`src/rtl/shift_pkg.sv`:
```
// ============================================================================
// Module      : shift_pkg
// Description : Shared opcode and FSM state types for the iterative shift unit.
// Revision    : 1.0 - initial release
// ============================================================================
`default_nettype none

package shift_pkg;

  typedef enum logic [1:0] {
    SHIFT_SLL = 2'b00,
    SHIFT_SRL = 2'b01,
    SHIFT_ROR = 2'b10,
    SHIFT_SRA = 2'b11
  } shift_op_e;

  typedef enum logic [1:0] {
    IDLE  = 2'b00,
    SHIFT = 2'b01,
    DONE  = 2'b10
  } shift_state_e;

endpackage

`default_nettype wire

```
`src/rtl/shift_step.sv`:
```
// ============================================================================
// Module      : shift_step
// Description : Combinational single step of the iterative shifter (k <= STEP).
//               SHIFT_ROTATE_EN enables ROR for op 2'b10; otherwise it acts as SRL.
// Revision    : 1.0 - initial release
// ============================================================================
`default_nettype none

module shift_step
  import shift_pkg::*;
#(
  parameter int XLEN = 32,
  parameter int KW   = 6
) (
  input  logic [XLEN-1:0] acc_i,
  input  shift_op_e       op_i,
  input  logic [KW-1:0]   k_i,
  output logic [XLEN-1:0] acc_o
);

`ifdef SHIFT_ROTATE_EN
  // k == 0 yields a left shift of XLEN, which clears the wrapped half.
  logic [KW-1:0] w_ror_lsh;
  assign w_ror_lsh = KW'(XLEN) - k_i;
`endif

  always_comb begin
    acc_o = acc_i;
    case (op_i)
      SHIFT_SLL: acc_o = acc_i << k_i;
      SHIFT_SRA: acc_o = XLEN'($signed(acc_i) >>> k_i);
`ifdef SHIFT_ROTATE_EN
      SHIFT_ROR: acc_o = (acc_i >> k_i) | (acc_i << w_ror_lsh);
`endif
      default:   acc_o = acc_i >> k_i;
    endcase
  end

endmodule

`default_nettype wire

```
`src/rtl/iterative_shift_unit.sv`:
```
// ============================================================================
// Module      : iterative_shift_unit
// Description : Multi-cycle SLL/SRL/SRA (ROR with SHIFT_ROTATE_EN) unit, STEP
//               bits per cycle, valid/ready on both request and result sides.
// Revision    : 1.0 - initial release
// ============================================================================
`default_nettype none

module iterative_shift_unit
  import shift_pkg::*;
#(
  parameter int XLEN = 32,
  parameter int STEP = 1,
  localparam int SHAMT_W = $clog2(XLEN)
) (
  input  logic               clk,
  input  logic               reset,
  input  logic               in_valid,
  output logic               in_ready,
  input  logic [1:0]         in_op,
  input  logic [XLEN-1:0]    in_data,
  input  logic [SHAMT_W-1:0] in_shamt,
  output logic               out_valid,
  input  logic               out_ready,
  output logic [XLEN-1:0]    out_data,
  output logic               busy
);

  localparam logic [SHAMT_W:0] c_STEP = (SHAMT_W+1)'(STEP);

  shift_state_e         state_q, state_d;
  shift_op_e            op_q, op_d;
  logic [XLEN-1:0]      acc_q, acc_d;
  logic [SHAMT_W-1:0]   rem_q, rem_d;

  logic [SHAMT_W:0]     w_rem_ext;
  logic [SHAMT_W:0]     w_k;
  logic [SHAMT_W-1:0]   w_rem_next;
  logic [XLEN-1:0]      w_step_acc;

  // k never exceeds rem, so the counter cannot wrap below zero.
  assign w_rem_ext  = {1'b0, rem_q};
  assign w_k        = (w_rem_ext < c_STEP) ? w_rem_ext : c_STEP;
  assign w_rem_next = rem_q - w_k[SHAMT_W-1:0];

  shift_step #(
    .XLEN (XLEN),
    .KW   (SHAMT_W + 1)
  ) u_step (
    .acc_i (acc_q),
    .op_i  (op_q),
    .k_i   (w_k),
    .acc_o (w_step_acc)
  );

  always_comb begin
    state_d = state_q;
    op_d    = op_q;
    acc_d   = acc_q;
    rem_d   = rem_q;
    case (state_q)
      IDLE: begin
        if (in_valid) begin
          op_d    = shift_op_e'(in_op);
          acc_d   = in_data;
          rem_d   = in_shamt;
          state_d = (in_shamt == '0) ? DONE : SHIFT;
        end
      end
      SHIFT: begin
        acc_d = w_step_acc;
        rem_d = w_rem_next;
        if (w_rem_next == '0) begin
          state_d = DONE;
        end
      end
      DONE: begin
        if (out_ready) begin
          state_d = IDLE;
        end
      end
      default: state_d = IDLE;
    endcase
  end

  always_ff @(posedge clk) begin
    if (reset) begin
      state_q <= IDLE;
      op_q    <= SHIFT_SLL;
      acc_q   <= '0;
      rem_q   <= '0;
    end else begin
      state_q <= state_d;
      op_q    <= op_d;
      acc_q   <= acc_d;
      rem_q   <= rem_d;
    end
  end

  assign in_ready  = (state_q == IDLE);
  assign busy      = (state_q != IDLE);
  assign out_valid = (state_q == DONE);
  assign out_data  = out_valid ? acc_q : '0;

endmodule

`default_nettype wire

```
`config.mk`:
```
export PLATFORM = sky130hd
export DESIGN_NAME = iterative_shift_unit
export DESIGN_NICKNAME = d
export VERILOG_FILES = /design/src/rtl/shift_pkg.sv /design/src/rtl/shift_step.sv /design/src/rtl/iterative_shift_unit.sv
export SDC_FILE = /design/constraint.sdc
export NUM_CORES = 1
export LEC_CHECK = 0
export CORE_MARGIN = 3
export CORE_UTILIZATION = 50
export CTS_CLUSTER_SIZE = 8
export DETAILED_ROUTE_END_ITERATION = 6
export PLACE_DENSITY_LB_ADDON = 0.1
export SYNTH_ARGS = -nofsm -noshare
export SYNTH_HDL_FRONTEND = slang
export SYNTH_SLANG_ARGS = --single-unit
```
`constraint.sdc`:
```
create_clock -name clk -period 2.45 [get_ports clk]
set_clock_uncertainty 0.15 [all_clocks]
set_input_delay 0.49 -clock clk [delete_from_list [all_inputs] [get_ports clk]]
set_output_delay 0.49 -clock clk [all_outputs]
set_load 0.02 [all_outputs]
```
==> run summary <==
===========================================================================================
Setup repair after global routing missed its margin ..........................           no
Slowest cell on the critical path ............................................ sky130_fd_sc_hd__a2111oi_0
Number of cells after detailed placement .....................................          535
Overflow left after global routing ...........................................            0
Post-synthesis instance area ................................................. 0.003196 mm2
Maximum VDD drop .............................................................     412.3 uV
Maximum number of pins on one net before global-route repair .................           42
Min cycle time layout ........................................................      2299 ps
Worst Setup SP ............................................................... op_q[0]$_SDFFE_PP0P_
Die Wd .......................................................................     85.95 um
Number of placed I/O pins ....................................................           78
PwrDens ...................................................................... 714.1 mW/mm2
Worst Path Buf+Inv ...........................................................            1
Combinational cell fraction of total power ...................................        48.8%
Post-detailed-route via-to-cell ratio ........................................        6.282
Final critical-path share of the clock period ................................       93.83%
Kind of start point of the critical path .....................................     register
Most frequent cells in the layout ............................................ 58 x sky130_fd_sc_hd__o2bb2ai_1, 44 x sky130_fd_sc_hd__clkdlybuf4s50_1, 40 x sky130_fd_sc_hd__dfxtp_1, 36 x sky130_fd_sc_hd__a21oi_1, 34 x sky130_fd_sc_hd__inv_1
Worst Setup Path Type ........................................................ register to register
Number of design-rule violations left by the first detailed-router iteration .          329
CTS sink count ...............................................................           41
Hold crit path type .......................................................... register to register
Mean area per synthesized cell ...............................................    7.871 um2
Latest clock arrival within the worst-skew pair ..............................       300 ps
Launch point of the worst reg-to-reg path .................................... op_q[0]$_SDFFE_PP0P_
Synthesis-to-finish area growth ..............................................       28.31%
Max cap viols ................................................................            0
Setup tns final ..............................................................         0 ps
Max-slew violation count .....................................................            0
Setup-failing EPs final ......................................................            0
Total CTS buffers ............................................................            5
Max clock buf depth ..........................................................            2
Fraction of power spent switching nets .......................................       43.94%
Number of core rows ..........................................................           28
Number of global-route vias before repair ....................................         3111
Share of layout cells above drive strength 1 .................................       8.761%
Actual slew at the worst max-slew pin ........................................     937.3 ps
Final worst hold slack .......................................................     332.9 ps
Count of distinct cell types in the synthesized netlist ......................           45
Status .......................................................................    completed
Data arrival time at the worst-slack endpoint ................................      2330 ps
Core region area ............................................................. 0.006061 mm2
Remaining antenna violation count ............................................            0
Vias post-DR .................................................................         3411
Final hold violation count ...................................................            0
Hpwl dp ......................................................................      6064 um
Most common cell after layout, fill and taps aside ........................... sky130_fd_sc_hd__o2bb2ai_1
Maximum cell stage delay along the critical path .............................       580 ps
Power share of the sequential group ..........................................        34.9%
Clock tree from TritonCTS ....................................................         done
Final #Nets ..................................................................          514
Critical path capture point type .............................................     register
Cells along the critical path ................................................ inv_1, ha_1, or2_2, a2111oi_0, o2bb2ai_1
Cell family with most CP delay ............................................... compound AO/OA/AOI/OAI gates
Initial standard-cell utilization of the core ................................       52.73%
Number of filler instances in the final layout ...............................          546
Buffers inserted during post-CTS setup optimization ..........................            0
Utilization of the core after routing ........................................       67.65%
Count of yosys warnings during synthesis .....................................            0
Switching Power ..............................................................   0.001287 W
Clk pwr share ................................................................        16.2%
Aggregate global-route resource usage ........................................       24.69%
Static Leak ..................................................................     1.601 nW
Final cell count without fillers .............................................          543
Routed wire per std cell .....................................................     17.24 um
Clock root buffer master ..................................................... sky130_fd_sc_hd__clkbuf_8
Ant. Diodes ..................................................................            0
Die height ...................................................................     85.95 um
Sequential cell area fraction in the yosys report ............................       25.69%
Cell area after placement .................................................... 0.004031 mm2
Antenna violations before repair .............................................            0
Fmax .........................................................................   0.4350 GHz
Final wirelength .............................................................      9361 um
Largest fanout on the critical path ..........................................           30
Count of H-tree levels built during CTS ......................................            2
Number of port buffers .......................................................           77
Int Power ....................................................................   0.001641 W
Die outline area ............................................................. 0.007387 mm2
Drt drc ......................................................................            0
Post-synthesis sequential element count ......................................           41
Wire length of the first global-routing pass .................................     15170 um
Register clock-pin slew on the reported worst setup and hold paths ...........        80 ps
Routability congestion estimate from global placement ........................       0.8199
Mapped Nets ..................................................................          452
Post-route design area ....................................................... 0.004100 mm2
Required time of the critical path ...........................................      2480 ps
R2r setup slk ................................................................       150 ps
Length of the first detailed-routing pass in iterations ......................            4
Headroom to the max-slew limit ...............................................       37.17%
Instance count of the mapped netlist .........................................          406
Worst Hold Launch ............................................................ op_q[1]$_SDFFE_PP0P_
===========================================================================================
==> synth_stat cells (all sizes together) <==
| cell type | number | share of area (%) |
|---|---|---|
| a31o | 1 | 0.27 |
| o21ba | 1 | 0.31 |
| nand3 | 1 | 0.16 |
| xor2 | 1 | 0.27 |
| nor3b | 1 | 0.24 |
| a21o | 1 | 0.24 |
| nor2b | 33 | 6.5 |
| a211o | 1 | 0.27 |
| a2bb2oi | 1 | 0.27 |
| nor3 | 7 | 1.4 |
| o32ai | 1 | 0.27 |
| a32oi | 1 | 0.27 |
| nor2 | 11 | 1.5 |
| buf | 11 | 2.4 |
| a221oi | 2 | 0.55 |
| or4b | 1 | 0.43 |
| nand2b | 2 | 0.39 |
| a22o | 1 | 0.27 |
| a2111oi | 30 | 8.2 |
| clkbuf | 32 | 3.8 |
| a311oi | 3 | 0.82 |
| inv | 34 | 4.0 |
| a211oi | 1 | 0.39 |
| o31ai | 2 | 0.63 |
| nand2 | 10 | 1.2 |
| a21oi | 36 | 5.6 |
| mux2i | 1 | 0.31 |
| o21ai | 5 | 0.78 |
| nor4 | 4 | 0.78 |
| ha | 3 | 1.2 |
| o211ai | 29 | 6.8 |
| or4 | 1 | 0.24 |
| o2bb2ai | 58 | 16 |
| o21a | 1 | 0.24 |
| and2 | 33 | 6.5 |
| o21bai | 1 | 0.24 |
| dfxtp | 41 | 26 |
| or3 | 1 | 0.20 |
| or2 | 2 | 0.39 |
==> worst register-to-register path, delay by kind of cell (launching register included) <==
| family | cells | cell delay (ps) |
|---|---|---|
| flops | 1 | 360 |
| compound gates | 2 | 720 |
| fa+ha+maj | 1 | 380 |
| buf+inv | 1 | 50 |
| simple gates | 1 | 520 |
==> per-stage QoR <==
step,setup slack (ps),total power [W]
CTS,1.728,0.002893
global placement,231.8,0.002404
detailed placement,126.9,0.002445
global route,2.539,0.003135
floorplan,457.8,0.002017
finish,151.3,0.002928
==> power by group through the flow <==
stage / sequential, W / clock [W] / combinational [W]
3_3_place_gp: 0.00103 / 0 / 0.00137
4_1_cts: 0.00102 / 0.000472 / 0.00140
3_5_place_dp: 0.00103 / 0 / 0.00141
5_1_grt: 0.00105 / 0.000503 / 0.00158
6_report: 0.00102 / 0.000475 / 0.00143
2_1_floorplan: 0.000976 / 0 / 0.00104
==> sequential cells by signal, summed over array words and instances (netlist names) <==
name and flops:
acc_q 32, op_q 2, rem_q 5, state_q 2
==> layer usage <==
| layer | GRT usage, % | vias to the layer above | share of wire (%) |
|---|---|---|---|
| li1 | - | 1665 | - |
| met1 | 33.02 | 1591 | 43 |
| met2 | 40.85 | 149 | 48 |
| met3 | 5.860 | 6 | 8.2 |
| met4 | 4.317 | 0 | 0.45 |
| met5 | 0 | - | 0 |
==> layout make-up <==
class / instances / area, um2 / area share (%)
Tap cell: 75 / 93.84 / 2.289
Clock buffer: 7 / 86.33 / 2.106
Sequential cell: 41 / 822.0 / 20.05
Timing Repair Buffer: 97 / 899.6 / 21.94
Inverter: 34 / 127.6 / 3.113
Multi-Input combinational cell: 289 / 2071 / 50.50
==> path summary, 6_finish.rpt <==
kind	endpoint	cells after the start
worst max-delay path	acc_q[8]$_SDFFE_PP0P_	5
worst min-delay path	op_q[1]$_SDFFE_PP0P_	2
worst max register to register	acc_q[8]$_SDFFE_PP0P_	5
worst min register to register	op_q[1]$_SDFFE_PP0P_	2
==> timing repair <==
action | in CTS | in global routing
gates resized for setup | 32 | 5
pin swaps | 0 | 1
endpoints found under the setup margin | 32 | 16
hold buffers | 0 | 0
gates cloned | 0 | 1
==> cell families (layout without fill, tap and decap cells) <==
| family | Yosys count | in the layout | share of synthesized area [%] |
|---|---|---|---|
| buf+inv | 77 | 138 | 10.26 |
| compound gates | 176 | 176 | 42.40 |
| fa+ha+maj | 3 | 3 | 1.175 |
| flops | 41 | 41 | 25.69 |
| xor+xnor | 1 | 1 | 0.2741 |
| mux | 1 | 1 | 0.3132 |
| simple gates | 107 | 108 | 19.89 |
Power figures use the tool's default switching activity.
